===== src/rtl/apb_slave_regfile.sv =====
// apb_slave_regfile: APB3 completer with NUM_REGS word registers, WAIT_STATES access wait states and decode-error response.
// Ports: HCLK/HRESETn (clock, async active-low reset); PSEL/PENABLE/PADDR/PWRITE/PWDATA (requester side);
//        PRDATA/PREADY/PSLVERR (completer response). Optional APB_SLAVE_PSTRB_EN adds PSTRB byte strobes.
module apb_slave_regfile #(
  parameter int ADDR_WIDTH  = 32,
  parameter int DATA_WIDTH  = 32,
  parameter int NUM_REGS    = 16,
  parameter int WAIT_STATES = 0
) (
  input  logic                    HCLK,
  input  logic                    HRESETn,
  input  logic                    PSEL,
  input  logic                    PENABLE,
  input  logic [ADDR_WIDTH-1:0]   PADDR,
  input  logic                    PWRITE,
  input  logic [DATA_WIDTH-1:0]   PWDATA,
`ifdef APB_SLAVE_PSTRB_EN
  input  logic [DATA_WIDTH/8-1:0] PSTRB,
`endif
  output logic [DATA_WIDTH-1:0]   PRDATA,
  output logic                    PREADY,
  output logic                    PSLVERR
);
  localparam int IW = $clog2(NUM_REGS);
  localparam int NB = DATA_WIDTH / 8;
  localparam logic [0:0] S_IDLE   = 1'b0;
  localparam logic [0:0] S_ACCESS = 1'b1;
  logic [DATA_WIDTH-1:0] r_regs [NUM_REGS];
  logic [0:0]            r_state;
  logic [IW-1:0]         r_idx;
  logic                  r_wr;
  logic                  r_err;
  logic [DATA_WIDTH-1:0] r_wdata;
  logic [DATA_WIDTH-1:0] r_rdata;
  logic [NB-1:0]         r_strb;
  logic [3:0]            r_cnt;
  logic [IW-1:0]         w_idx;
  logic                  w_err;
  logic                  w_ready;
  logic [NB-1:0]         w_strb;
  assign w_idx   = PADDR[2 +: IW];
  // NUM_REGS is a power of two, so any set bit above the register window means out of range
  assign w_err   = (|PADDR[ADDR_WIDTH-1:IW+2]) | (|PADDR[1:0]);
  assign w_ready = (r_state == S_ACCESS) & PSEL & PENABLE & (r_cnt == 4'd0);
`ifdef APB_SLAVE_PSTRB_EN
  assign w_strb  = PSTRB;
`else
  assign w_strb  = '1;
`endif
  assign PREADY  = w_ready;
  assign PSLVERR = w_ready & r_err;
  assign PRDATA  = (w_ready & ~r_wr) ? r_rdata : '0;
  always_ff @(posedge HCLK or negedge HRESETn) begin
    if (!HRESETn) begin
      r_state <= S_IDLE;
      r_idx   <= '0;
      r_wr    <= 1'b0;
      r_err   <= 1'b0;
      r_wdata <= '0;
      r_rdata <= '0;
      r_strb  <= '0;
      r_cnt   <= '0;
      for (int i = 0; i < NUM_REGS; i++) r_regs[i] <= '0;
    end else if (r_state == S_IDLE) begin
      // setup phase; PSEL&PENABLE without a prior setup is ignored
      if (PSEL && !PENABLE) begin
        r_state <= S_ACCESS;
        r_idx   <= w_idx;
        r_wr    <= PWRITE;
        r_err   <= w_err;
        r_wdata <= PWDATA;
        r_strb  <= w_strb;
        // read data captured now; no write can be pending in IDLE
        r_rdata <= w_err ? '0 : r_regs[w_idx];
        r_cnt   <= 4'(WAIT_STATES);
      end
    end else if (!PSEL) begin
      r_state <= S_IDLE;
    end else if (PENABLE) begin
      if (w_ready) begin
        r_state <= S_IDLE;
        if (r_wr && !r_err)
          for (int b = 0; b < NB; b++)
            if (r_strb[b]) r_regs[r_idx][8*b +: 8] <= r_wdata[8*b +: 8];
      end else begin
        r_cnt <= r_cnt - 4'd1;
      end
    end
  end
endmodule


===== config.mk =====
export PLATFORM = sky130hd
export DESIGN_NAME = apb_slave_regfile
export DESIGN_NICKNAME = d
export VERILOG_FILES = /design/src/rtl/apb_slave_regfile.sv
export SDC_FILE = /design/constraint.sdc
export NUM_CORES = 1
export LEC_CHECK = 0
export CAP_MARGIN = 20
export CORE_MARGIN = 2
export CORE_UTILIZATION = 60
export DETAILED_ROUTE_END_ITERATION = 7
export DONT_BUFFER_PORTS = 1
export PLACE_DENSITY = 0.87
export SYNTH_ARGS = -nofsm -noshare
export SYNTH_HDL_FRONTEND = slang
export SYNTH_SLANG_ARGS = --single-unit

===== constraint.sdc =====
create_clock -name HCLK -period 2.3 [get_ports HCLK]
set_input_delay 0.46 -clock HCLK [delete_from_list [all_inputs] [get_ports HCLK]]
set_output_delay 0.46 -clock HCLK [all_outputs]
set_load 0.01 [all_outputs]

After elaboration in Yosys (flattened, before gate mapping)
Index checks and enable logic that the tools add are counted.
- mux-type cells: 46
- bitwise gates (word level): 10
- add/subtract/negate cells: 1
- equal/unequal tests: 3
- magnitude comparators: 3
- reduce and logical (&&, ||, !) cells: 12
- operators by type and width (kind ; count):
    $mux W512 ; 19
    $bwmux W512 ; 4
    $demux W32 S4 ; 4
    $mux W32 ; 5
    $bmux W32 S4 ; 1
    $reduce_or A26 Y1 ; 1
    $mux W24 ; 1
    $mux W4 ; 5
    $mux W16 ; 1
    $ge A5 B5 Y1 const B ; 2
    $not A4 Y5 ; 2
    $mux W8 ; 1
    $ne A2 B2 Y1 const B ; 3
    $and A1 B1 Y1 ; 5
    $lt A5 B1 Y1 const B ; 1
    $mux W1 ; 5
    $reduce_and A5 Y1 ; 1
    $logic_not A4 Y1 ; 1
    $reduce_and A4 Y1 ; 1
    $sub A4 B1 Y4 const B ; 1
    $logic_and A1 B1 Y1 ; 3
    $logic_not A1 Y1 ; 2
    $not A1 Y1 ; 2
    $reduce_and A2 Y1 ; 1
    3 further kinds ; 3
- flip-flop bits (word level): 588
- output and inout port bits: 34
- word-level logic and storage cells: 99
- input port bits: 69

Depth between registers and ports, before layout
- depth in word-level cells: 28
- gate-level depth with buffers: 9

Least setup slack after synthesis
OpenSTA, ideal clock, no wires.
- path type: register to output
- start: reg r_cnt[0]
- end: out PRDATA[10]
- data arrival time: 1.659 ns
- slack: 0.181 ns
- stages on the path, launching flop included: 8
- buffers on the path: 1
- cells stage by stage: dfrtp_1 -> inv_1 -> ha_1 -> and3_1 -> and3_1 -> nor2b_1 -> clkbuf_1 -> and2_1
- cells in the longest elaborated chain, start to end: 4
- ends and longest elaborated chain (item ; RTL line ; RTL):
    start, declared ; 36 ; logic [3:0] r_cnt;
    start signal, assigned ; 75 ; r_cnt <= 4'(WAIT_STATES);
    start signal, assigned ; 86 ; r_cnt <= r_cnt - 4'd1;
    $logic_not A4 Y1 ; 44 ; assign w_ready = (r_state == S_ACCESS) & PSEL & PENABLE & (r_cnt == 4'd0);
    $and A1 B1 Y1 ; 44 ;
    net PREADY ; 21 ; output logic PREADY,
    $and A1 B1 Y1 ; 52 ; assign PRDATA = (w_ready & ~r_wr) ? r_rdata : '0;
    $mux W32 ; 52 ;
    end, declared ; 20 ; output logic [DATA_WIDTH-1:0] PRDATA,
The timed path passes the listed nets, and every way through them passes these cells.

Worst setup path after layout
- start: reg r_cnt[1]
- end: out PRDATA[16]
- cells in the longest elaborated chain, start to end: 4
- ends and longest elaborated chain (item ; RTL line):
    $logic_not A4 Y1 ; 44
    $and A1 B1 Y1 ; 44
    $and A1 B1 Y1 ; 52
    $mux W32 ; 52
No other way between the ends.

==> impl_metrics.tcl <==
set metrics [dict create \
    first_pass_iters 7 \
    ir_worst_vdd_mv 0.579 \
    p_sw_share_pct 23.5 \
    port_buffers 0 \
    ys.flop_type "dfrtp_1" \
    core_sq_mm 0.0432 \
    dp_hpwl_mm 33.6 \
    grt_pass1_wl_mm 95.2 \
    crit_type "flop to output port" \
    rsz0062_at_grt "true" \
    die_w_microns 213 \
    min_period_over_period_pct 120 \
    gr-usage-all-layers_pct 27.8 \
    drc 0 \
    synth_seq_area_share_pct 56.0 \
    grt_pass1_vias 16460 \
    dpl_worst_slack_ns -0.0551 \
    p_leak_nw 14.7 \
    violations "hold timing, slew limit, setup timing" \
    setup_ws_ns -0.455 \
    clkSlewWorstSetupHoldPaths_ns 0.06 \
    max_cap_viol_count 0 \
    dieHeight_microns 213 \
    gp_congestion 0.813 \
    clk_path_buf_depth 3 \
    drive_gt1_share_pct 38.0 \
    area_growth_pct 12.2 \
    yosysTopAreaCell "dfrtp_1" \
    ios 103 \
    yosysMostFrequentCell "dfrtp_1" \
    synth-edff-count 0 \
    r2r_start "r_cnt[1]$_DFFE_PN0P_" \
    crit_slowest_cell "dfrtp_1" \
    antenna_found_initial 1 \
    vias 15250 \
    power_density_mw_per_mm2 720 \
    insertedDiodeCount 0 \
    cp-end-kind "output port" \
    syn-instance-count 1724 \
    cts_hold_buf 37 \
    worstMarginPinSlew_ns 2.08 \
    finalPower_mw 21.2 \
    routed_wl_mm 60.7 \
    fillerInstances 2780 \
    yosys-top-cells-count "588 x dfrtp_1, 334 x mux2_2, 178 x mux2_1" \
    worstHoldPathType "input pin to async pin" \
    p_int_mw 16.2 \
    h-tree-depth 2 \
    yosys_warnings 0 \
    setup_viol 132 \
    syn-cell-area_sq_mm 0.0263 \
    maxSlewViolCount 355 \
    crit_buf_inv 3 \
    root_buffer "clkbuf_16" \
    path_delay_family "simple AND/OR/NAND/NOR gates" \
    synth_top_area_share_pct 56.0 \
    cts_tree "done" \
    finalHoldViolations 527 \
    postSynthAreaPerCell_sq_um 15.2 \
    final-seq-area_sq_mm 0.0147 \
    syn_nets 1794 \
    grt_max_degree 589 \
    netlist_top_cells_area "dfrtp_1 56%, mux2_2 14%, mux4_2 11%, mux2_1 7.6%, nand2_1 2.1%" \
    p_sw_mw 4.99 \
    holdWs_ns -0.463 \
    max_freq_mhz 363 \
    numCtsBuffers 58 \
    fp-row-count 76 \
    ys_async_sr_fraction_pct 100 \
    crit_path_start_kind "flop" \
    cp_data_arrival_time_ns 2.30 \
    initial_core_util_pct 60.9 \
    crit_fanout 6 \
    multiInputGateArea_sq_mm 0.0109 \
    worst_clock_skew_ns 0.0187 \
    ys_types 39 \
    status "complete, but fails checks" \
    p_clk_share_pct 43.2 \
    regToRegEndpoint "r_regs[396]$_DFFE_PN0P_" \
    wl_per_cell_microns 25.6 \
    grt-ovfl-total 0 \
    fin_crit_ns 2.76 \
    slew-limit-headroom_pct -38.5 \
    max_stage_delay_ns 0.40 \
    die-area_sq_mm 0.0455 \
    fin_nets 1810 \
    path_cells "inv_2 > ha_4 > and3_4 > and3_4 > nor2b_4 > buf_12 > buf_12 > and2_4" \
    pwr-share-comb_pct 4.5 \
    drtAntennaViolNets 0 \
    yosys_register_bits 588 \
    r2r_cells 8 \
    via_per_inst 6.45 \
    cts.sinks 588 \
    critPathRequiredTime_ns 1.84 \
    drtIter0Drc 1368 \
    ff2ff_setup_slack_ns -0.03 \
    p_seq_share_pct 52.4 \
    clk-insertion-delay-late_ns 0.62 \
]
[power groups by stage]
stage	Combinational (mW)	Sequential [mW]	Clock, mW
3_3_place_gp	0.674	11.2	0
2_1_floorplan	0.822	10.9	0
5_1_grt	1.01	11.2	9.70
4_1_cts	0.863	11.1	9.26
3_5_place_dp	0.714	11.3	0
6_report	0.950	11.1	9.16
[repair_timing]
action                     CTS  global route
setup buffers                8             4
resized for setup           45             2
pin swaps                   13             4
hold endpoints to repair   625           588
setup endpoints to repair  387           523
gates cloned                 2             0
[flip-flops by register name, summed over array words and instances, names as in the netlist]
name / flops
r_regs: 512
r_rdata: 32
r_wdata: 32
r_cnt: 4
r_idx: 4
r_err: 1
r_state: 1
r_strb: 1
r_wr: 1
[through the flow]
stage / hold slack, ns / setup TNS [ns] / instance area [sq um] / utilization (%) / std cells
after floorplan: 0.164 / 0 / 26300 / - / 1724
after global placement: 0.180 / 0 / 27000 / 62.6 / 2214
after detailed placement: 0.181 / -4.55 / 27000 / 62.6 / 2214
after CTS: -0.479 / -12.88 / 29400 / 68.2 / 2362
after global routing: -0.490 / -31.47 / 29500 / 68.3 / 2366
final: -0.463 / -14.94 / 29500 / 68.3 / 2366
[cell usage in the layout, fill, tap and decap left out, types with 17 or more instances in the layout]
cell type / Yosys / layout
nand2_1: 150 / 150
a22oi_1: 62 / 62
mux2_1: 178 / 178
buf_12: 1 / 31
buf_4: 20 / 32
mux4_2: 128 / 128
clkbuf_16: 0 / 59
mux2_2: 334 / 334
dlygate4sd3_1: 0 / 37
clkbuf_1: 76 / 17
a22o_1: 35 / 35
dfrtp_1: 588 / 588
and2_4: 0 / 33
[routing by layer]
layer / wire length (microns) / global-route usage (%)
met5: 13 / 0
met3: 3420 / 5.32
met1: 24600 / 36.8
met4: 2360 / 11.6
met2: 30200 / 45.7
[cell families after synthesis]
| kind of cell | count (synthesis) | synth area share, % |
|---|---|---|
| compound gates | 104 | 3.13 |
| mux | 642 | 33.0 |
| buf+inv | 153 | 3.20 |
| fa+ha+maj | 1 | 0.0476 |
| simple gates | 236 | 4.62 |
| flops | 588 | 56.0 |
[worst max-delay path by stage]
stage	startpoint	endpoint	cells after the start
finish	r_cnt[1]$_DFFE_PN0P_	PRDATA[16]	8
detailed placement	r_cnt[1]$_DFFE_PN0P_	r_regs[100]$_DFFE_PN0P_	8
global placement	r_cnt[0]$_DFFE_PN0P_	r_regs[278]$_DFFE_PN0P_	7
global route	r_cnt[1]$_DFFE_PN0P_	PRDATA[16]	8
CTS	r_cnt[0]$_DFFE_PN0P_	PRDATA[16]	8
floorplan	r_cnt[0]$_DFFE_PN0P_	PRDATA[10]	7
[layout make-up]
cell class,count,area share (%)
Sequential cell,588,49.9
Timing Repair Buffer,104,4.45
Tap cell,585,2.48
Multi-Input combinational cell,983,36.9
Inverter,5,0.0637
Clock inverter,15,0.463
Clock buffer,86,5.69
Note: power is estimated with default switching activity, not from simulation.
